**config.mk**
```make
export PLATFORM = sky130hd
export DESIGN_NAME = inst_mem_responder
export DESIGN_NICKNAME = d
export VERILOG_FILES = /design/src/rtl/inst_mem_responder_pkg.sv /design/src/rtl/inst_mem_responder_resp_fifo.sv /design/src/rtl/inst_mem_responder.sv
export SDC_FILE = /design/constraint.sdc
export NUM_CORES = 2
export LEC_CHECK = 0
export CAP_MARGIN = 25
export CORE_UTILIZATION = 35
export CTS_BUF_LIST = sky130_fd_sc_hd__clkbuf_8
export DETAILED_ROUTE_END_ITERATION = 12
export HOLD_SLACK_MARGIN = 0.08
export PLACE_DENSITY = 0.49
export REMOVE_ABC_BUFFERS = 1
export SYNTH_ARGS = -nofsm -noshare
export SYNTH_HDL_FRONTEND = slang
export SYNTH_SLANG_ARGS = --single-unit
```
**constraint.sdc**
```tcl
create_clock -name clk -period 2.5 [get_ports clk]
set_clock_uncertainty 0.15 [all_clocks]
set_input_delay 0.5 -clock clk [delete_from_list [all_inputs] [get_ports clk]]
set_output_delay 0.5 -clock clk [all_outputs]
set_load 0.01 [all_outputs]
```
**src/rtl/inst_mem_responder_pkg.sv**
```systemverilog
// Shared constants, control-state encoding and helpers for the
// instruction memory responder.
package inst_mem_responder_pkg;

    localparam int DEF_MEM_WORDS  = 64;
    localparam int DEF_RESP_DEPTH = 2;
    localparam int WORD_IDX_W     = 6;
    localparam int RESP_W         = 33;

    localparam int STATE_W = 2;
    localparam logic [STATE_W-1:0] ST_IDLE = 2'd0;
    localparam logic [STATE_W-1:0] ST_BUSY = 2'd1;
    localparam logic [STATE_W-1:0] ST_FULL = 2'd2;

    // Classify an occupancy value into the control state that represents it
    function automatic logic [STATE_W-1:0] occToState(input int occ, input int depth);
        if (occ <= 0) begin
            return ST_IDLE;
        end else if (occ >= depth) begin
            return ST_FULL;
        end else begin
            return ST_BUSY;
        end
    endfunction

endpackage

```
**src/rtl/inst_mem_responder_resp_fifo.sv**
```systemverilog
// In-order response queue: circular buffer with wrapping read/write
// pointers and an explicit entry count.
module resp_fifo
    import inst_mem_responder_pkg::*;
#(
    parameter int WIDTH = RESP_W,
    parameter int DEPTH = DEF_RESP_DEPTH
) (
    input  logic                       clk_i,
    input  logic                       rst_ni,
    input  logic                       push_i,
    input  logic [WIDTH-1:0]           pushData_i,
    input  logic                       pop_i,
    output logic [WIDTH-1:0]           head_o,
    output logic                       empty_o,
    output logic [$clog2(DEPTH+1)-1:0] count_o
);

    localparam int PTR_W = (DEPTH > 1) ? $clog2(DEPTH) : 1;
    localparam int CNT_W = $clog2(DEPTH + 1);

    logic [WIDTH-1:0] store_q [DEPTH];
    logic [PTR_W-1:0] wrPtr_q, wrPtr_d;
    logic [PTR_W-1:0] rdPtr_q, rdPtr_d;
    logic [CNT_W-1:0] count_q, count_d;

    function automatic logic [PTR_W-1:0] ptrInc(input logic [PTR_W-1:0] ptr);
        return (ptr == PTR_W'(DEPTH - 1)) ? '0 : ptr + 1'b1;
    endfunction

    // Entry storage carries only data, so it needs no reset
    always_ff @(posedge clk_i) begin
        if (push_i) begin
            store_q[wrPtr_q] <= pushData_i;
        end
    end

    // Next pointers and count; simultaneous push and pop leave the count alone
    always_comb begin
        wrPtr_d = wrPtr_q;
        rdPtr_d = rdPtr_q;
        count_d = count_q;
        if (push_i) begin
            wrPtr_d = ptrInc(wrPtr_q);
        end
        if (pop_i) begin
            rdPtr_d = ptrInc(rdPtr_q);
        end
        case ({push_i, pop_i})
            2'b10:   count_d = count_q + 1'b1;
            2'b01:   count_d = count_q - 1'b1;
            default: count_d = count_q;
        endcase
    end

    // Pointer and count registers, cleared asynchronously
    always_ff @(posedge clk_i or negedge rst_ni) begin
        if (!rst_ni) begin
            wrPtr_q <= '0;
            rdPtr_q <= '0;
            count_q <= '0;
        end else begin
            wrPtr_q <= wrPtr_d;
            rdPtr_q <= rdPtr_d;
            count_q <= count_d;
        end
    end

    assign head_o  = store_q[rdPtr_q];
    assign empty_o = (count_q == '0);
    assign count_o = count_q;

endmodule

```
**src/rtl/inst_mem_responder.sv**
```systemverilog
// Instruction memory responder: program-loadable word array read through a
// one-cycle capture stage into an in-order response queue.
module inst_mem_responder
    import inst_mem_responder_pkg::*;
#(
    parameter int MEM_WORDS  = DEF_MEM_WORDS,
    parameter int RESP_DEPTH = DEF_RESP_DEPTH
) (
    input  logic                  clk,
    input  logic                  rst_n,
    input  logic                  req_valid,
    output logic                  req_ready,
    input  logic [31:0]           req_addr,
    output logic                  resp_valid,
    input  logic                  resp_ready,
    output logic [31:0]           resp_data,
    output logic                  resp_err,
    input  logic                  ld_en,
    input  logic [WORD_IDX_W-1:0] ld_addr,
    input  logic [31:0]           ld_data
);

    localparam int CNT_W = $clog2(RESP_DEPTH + 1);

    logic [31:0]           memArray_q [MEM_WORDS];
    logic                  s1Valid_q, s1Valid_d;
    logic                  s1Err_q, s1Err_d;
    logic [31:0]           s1Data_q, s1Data_d;
    logic [STATE_W-1:0]    state_q, state_d;
    logic [WORD_IDX_W-1:0] wordIdx;
    logic                  addrErr;
    logic                  accept;
    logic                  pop;
    logic                  fifoEmpty;
    logic [CNT_W-1:0]      fifoCount;
    logic [RESP_W-1:0]     fifoHead;
    int                    occNext;

    // Program load port; the array is intentionally outside reset so a loaded
    // program survives rst_n
    always_ff @(posedge clk) begin
        if (ld_en) begin
            memArray_q[ld_addr] <= ld_data;
        end
    end

    // Decode the byte address; the 6-bit word index spans the whole array, so
    // only high bits or a misaligned offset make a request erroneous
    always_comb begin
        wordIdx = req_addr[7:2];
        addrErr = (req_addr[31:8] != '0) || (req_addr[1:0] != 2'b00);
    end

    // Acceptance is decided purely from registered state plus the load strobe
    assign req_ready = (state_q != ST_FULL) && !ld_en;
    assign accept    = req_valid && req_ready;
    assign pop       = resp_valid && resp_ready;

    // Capture stage: array is read at the accept edge, so a same-edge load
    // to the same word is seen as its old value
    always_comb begin
        s1Valid_d = accept;
        s1Err_d   = s1Err_q;
        s1Data_d  = s1Data_q;
        if (accept) begin
            s1Err_d  = addrErr;
            s1Data_d = addrErr ? 32'h0000_0000 : memArray_q[wordIdx];
        end
    end

    // Control state tracks occupancy (queued entries plus the capture stage)
    // as it will be after this edge
    always_comb begin
        occNext = int'(fifoCount) + int'(s1Valid_q) - int'(pop) + int'(s1Valid_d);
        state_d = occToState(occNext, RESP_DEPTH);
    end

    // Capture stage and control state registers
    always_ff @(posedge clk or negedge rst_n) begin
        if (!rst_n) begin
            s1Valid_q <= 1'b0;
            s1Err_q   <= 1'b0;
            s1Data_q  <= 32'h0000_0000;
            state_q   <= ST_IDLE;
        end else begin
            s1Valid_q <= s1Valid_d;
            s1Err_q   <= s1Err_d;
            s1Data_q  <= s1Data_d;
            state_q   <= state_d;
        end
    end

    // The capture stage always drains into the queue on the following edge;
    // occupancy accounting guarantees the queue has room for it
    resp_fifo #(
        .WIDTH(RESP_W),
        .DEPTH(RESP_DEPTH)
    ) u_respFifo (
        .clk_i      (clk),
        .rst_ni     (rst_n),
        .push_i     (s1Valid_q),
        .pushData_i ({s1Err_q, s1Data_q}),
        .pop_i      (pop),
        .head_o     (fifoHead),
        .empty_o    (fifoEmpty),
        .count_o    (fifoCount)
    );

    // Outputs show the queue head, forced to zero while nothing is queued
    always_comb begin
        resp_valid = !fifoEmpty;
        resp_err   = fifoEmpty ? 1'b0 : fifoHead[32];
        resp_data  = fifoEmpty ? 32'h0000_0000 : fifoHead[31:0];
    end

endmodule
```
==> parameters.txt <==
Parameter                              Value

Run status
  Status    finished, violations left
  Failing checks    setup timing

Clock tree
  Number of clock sinks    2154
  Latest clock arrival within the worst-skew pair    about 1100 ps
  Root Buffer    clkbuf_8
  Number of clock buffers inserted by TritonCTS    around 370
  Clock-pin slew on the worst setup and hold paths    around 60 ps
  CTS tree    yes
  Buffers from clock root to sink, at most    4
  Maximum level of the CTS H-tree    5

Floorplanning
  Die width    slightly below 500 um
  Number of rows created at floorplan    between 150 and 200
  Vertical extent of the die    between 400 and 500 um
  Effective utilization at floorplan    a little over a third
  Overall die area    about 240000 um^2
  Core area    235000 um^2
  Number of primary I/O pins    110

Power
  Pwr per Cell Area    roughly 750 nW/um^2
  Net switching power    roughly 0.018 W
  Share of total power consumed by net switching    23.47%
  VDD IR max    0.0005666 V
  Design internal power    0.05775 W
  Sequential share of power    a little over half
  Leakage power total    33.50 nW
  Total design power    0.07546 W
  Clock share of power    around two fifths
  Combinational fraction of design power    approximately 8.0%

Setup path
  Element type at the critical path start    flip-flop
  Critical path, cell by cell    buf_12 -> mux2i_1 -> nor2_1 -> buf_4 -> buf_6
  Delay contributed by the slowest stage of the critical path    ~540 ps
  Library cell contributing the largest single delay on the critical path    dfrtp_4
  Data arrival time of the worst path    around 2400 ps
  Register-to-Register Path Depth    6
  Capture point of the worst reg-to-reg path    s1Data_q[28]
  Origin of the critical flop-to-flop path    memArray_q[39][28]
  Setup slack of the worst register-to-register path    ~130 ps
  CP max FO    7
  Crit path required time    1850 ps
  Critical path endpoint category    output port
  Start-to-end type of the worst setup path    reg2out

Final layout
  Area growth, synth to finish    22.12%
  Total of fill cells in the finished design    20470
  Layout cells sized above 1    34.30%
  Layout Nets    4675

Yosys
  Flops & latches, synth    2154
  Area leader, netlist    edfxtp_1
  Cells after Synth    roughly 3700
  Count of warnings emitted by yosys    0
  Most common library cells after synthesis    edfxtp_1 (2114), mux4_2 (490), mux2i_1 (216)
  Unique masters post-synth    57
  Average footprint of a synthesized cell    22.18 um^2
  Sequential element share of the synthesized area    77.97%
  Share of synthesized registers carrying an async set or reset    around 1.9%
  Number of flops mapped to enable cells by yosys    2114
  Fraction of post-synthesis cell area in the top cell type by area    between 70% and 80%
  Flip-flop cell with the highest count after synthesis    edfxtp_1
  Library cell with the highest instance count after synthesis    edfxtp_1
  Cell Area, Synth    between 80000 and 90000 um^2
  Biggest area contributors in the synthesized netlist    edfxtp_1 (77%), mux4_2 (13%), mux2i_1 (2.6%), dfrtp_1 (1.2%), a221oi_1 (0.97%)

GRT
  Number of antenna violations at the first check in global routing    12
  All-layer global routing usage    20.66%
  Largest net degree at the start of global routing    65
  Total congestion overflow after global routing    0
  Wire length of the first global-routing pass    about 340 mm
  Via count of the first global-routing pass    around 44000

Min path
  Classification of the worst-slack hold path    in2reg
  Startpoint of the most critical hold path    req_valid
  Worst Hold Depth    5
  End point of the most critical hold path    s1Valid_q

Detailed routing
  Number of antenna-violating nets in the routed design    0
  Wire per inst    approximately 30 um
  Via count normalized by instance count    5.324
  Detailed-route DRC error count    0
  Drt total wl    about 240 mm
  Total vias in the final route    between 40000 and 50000
  Length of the first detailed-routing pass in iterations    5
  Detailed router's first-iteration violation count    3892

STA
  Timing-limited maximum frequency    0.3276 GHz
  Hold violation count in the final report    0
  Worst setup margin    -552.6 ps
  Transition at the pin with the smallest max-transition slack    between 700 and 800 ps
  Final critical delay including setup and external delays    around 3100 ps
  Final max-slew violation count    0
  Setup-failing EPs final    34
  Sum Neg Setup Slack    -15560 ps
  Portion of the clock cycle consumed by the worst path in the final layout    122.1%
  Minimum hold slack    between 150 and 200 ps
  Rel. slew slack    between 50% and 60%
  Unrepaired setup endpoints after global routing    true

Placed design
  Total of buffers placed on input and output ports    approximately 110
  Gpl congestion    0.7723
  Post-DP HPWL    roughly 150 mm

Job
  Number of maximum-capacitance constraint violations    0
repair_timing:
item                        CTS  global route
buffers inserted              9             3
pin swaps                    10             9
resized for setup           164            14
setup endpoints to repair    36            36
hold buffers                 37             0
hold endpoints to repair   2093             0
cell families (layout without fill, tap and decap cells):
logic type | count (synthesis) | count (layout) | share of synthesized area [%]
AOI/OAI and AO/OA | 272 | 272 | 2.564
DFF | 2154 | 2154 | 77.97
muxes | 712 | 712 | 16.04
adders and majority gates | 4 | 4 | 0.06960
and+or+nand+nor | 329 | 329 | 1.762
buffers and inverters | 253 | 1400 | 1.557
xor gates and xnor gates | 4 | 4 | 0.04237
other | 0 | 8 | 0
final cells by class:
| type | instances | area [um^2] | area share (%) |
|---|---|---|---|
| inverter | 47 | 186.4 | 0.1846 |
| antenna | 8 | 20.02 | 0.01982 |
| clock inverter | 255 | 1166 | 1.155 |
| multi-input combinational | 1321 | 17540 | 17.36 |
| tap | 3150 | 3941 | 3.902 |
| timing repair buffer | 701 | 8204 | 8.123 |
| clock buffer | 397 | 5464 | 5.410 |
| sequential | 2154 | 64490 | 63.85 |
critical path, delay by kind of cell (launching register included):
kind | cells | cell delay [ps]
simple gates | 1 | 150
flops | 1 | 540
buf+inv | 3 | 490
mux | 1 | 120
how the worst max path moves through the flow:
stage | start | end | slack (ps) | depth (start not counted)
finish | u_respFifo.rdPtr_q | resp_data[29] | -550 | 5
global route | u_respFifo.rdPtr_q | resp_data[29] | -680 | 5
CTS | u_respFifo.rdPtr_q | resp_data[2] | -700 | 4
detailed placement | req_addr[2] | s1Data_q[10] | -1030 | 11
global placement | req_addr[2] | s1Data_q[10] | -1000 | 11
floorplan | req_addr[5] | s1Data_q[10] | -2350 | 5
metal layers:
| metal | global-route usage, % | part of all wire [%] | vias to the layer above |
|---|---|---|---|
| li1 | - | - | 17640 |
| met1 | 28.39 | 43 | 23350 |
| met2 | 33.93 | 49 | 1451 |
| met3 | 3.226 | 5.6 | 334 |
| met4 | 5.921 | 2.4 | 2 |
| met5 | 0 | 0.0053 | - |
metrics by stage:
step	cell area (um^2)	utilization, %	setup slack [ps]	cells
6_report	101000	42.99	-552.6	8033
5_1_grt	101000	42.99	-684.3	8032
4_1_cts	100900	42.95	-700.9	8022
3_5_place_dp	93850	39.94	-1034	7325
3_3_place_gp	93850	39.94	-1002	7325
2_1_floorplan	81590	-	-2354	3522
sequential cells by signal, indices dropped and copies added (netlist names):
name / cells
memArray_q: 2048
s1Data_q: 32
s1Err_q: 1
s1Valid_q: 1
state_q: 2
u_respFifo.count_o: 2
u_respFifo.rdPtr_q: 1
u_respFifo.store_q: 66
u_respFifo.wrPtr_q: 1
layout by cell type, fill, tap and decap left out, drive strengths merged, types with 8 or more instances in the layout:
cell           synthesis  routed
a221oi                92      92
o22ai                 12      12
o32a                  13      13
o2111ai                8       8
clkinv                 1     128
o21a                  16      16
dfrtp                 40      40
nand4                 11      11
nor2                 122     122
mux2i                216     216
mux4                 490     490
a22oi                 16      16
a21oi                 19      19
clkdlybuf4s50          0      36
diode                  0       8
inv                   46     162
a32oi                 16      16
buf                  121     622
nand2                 99      99
nor2b                 11      11
o2111a                10      10
a211o                 11      11
nor3                  30      30
a31oi                  9       9
o21ai                 34      34
edfxtp              2114    2114
nand3                 33      33
clkbuf                85     400
dlygate4sd3            0      36
power groups by stage:
stage / registers, W / logic, W / clock network, W
2_1_floorplan: 0.0410 / 0.00203 / 0
3_3_place_gp: 0.0409 / 0.00588 / 0
3_5_place_dp: 0.0409 / 0.00591 / 0
4_1_cts: 0.0402 / 0.00611 / 0.0300
5_1_grt: 0.0402 / 0.00642 / 0.0314
6_report: 0.0402 / 0.00607 / 0.0292
No activity file was read; power rests on OpenSTA's default activity.
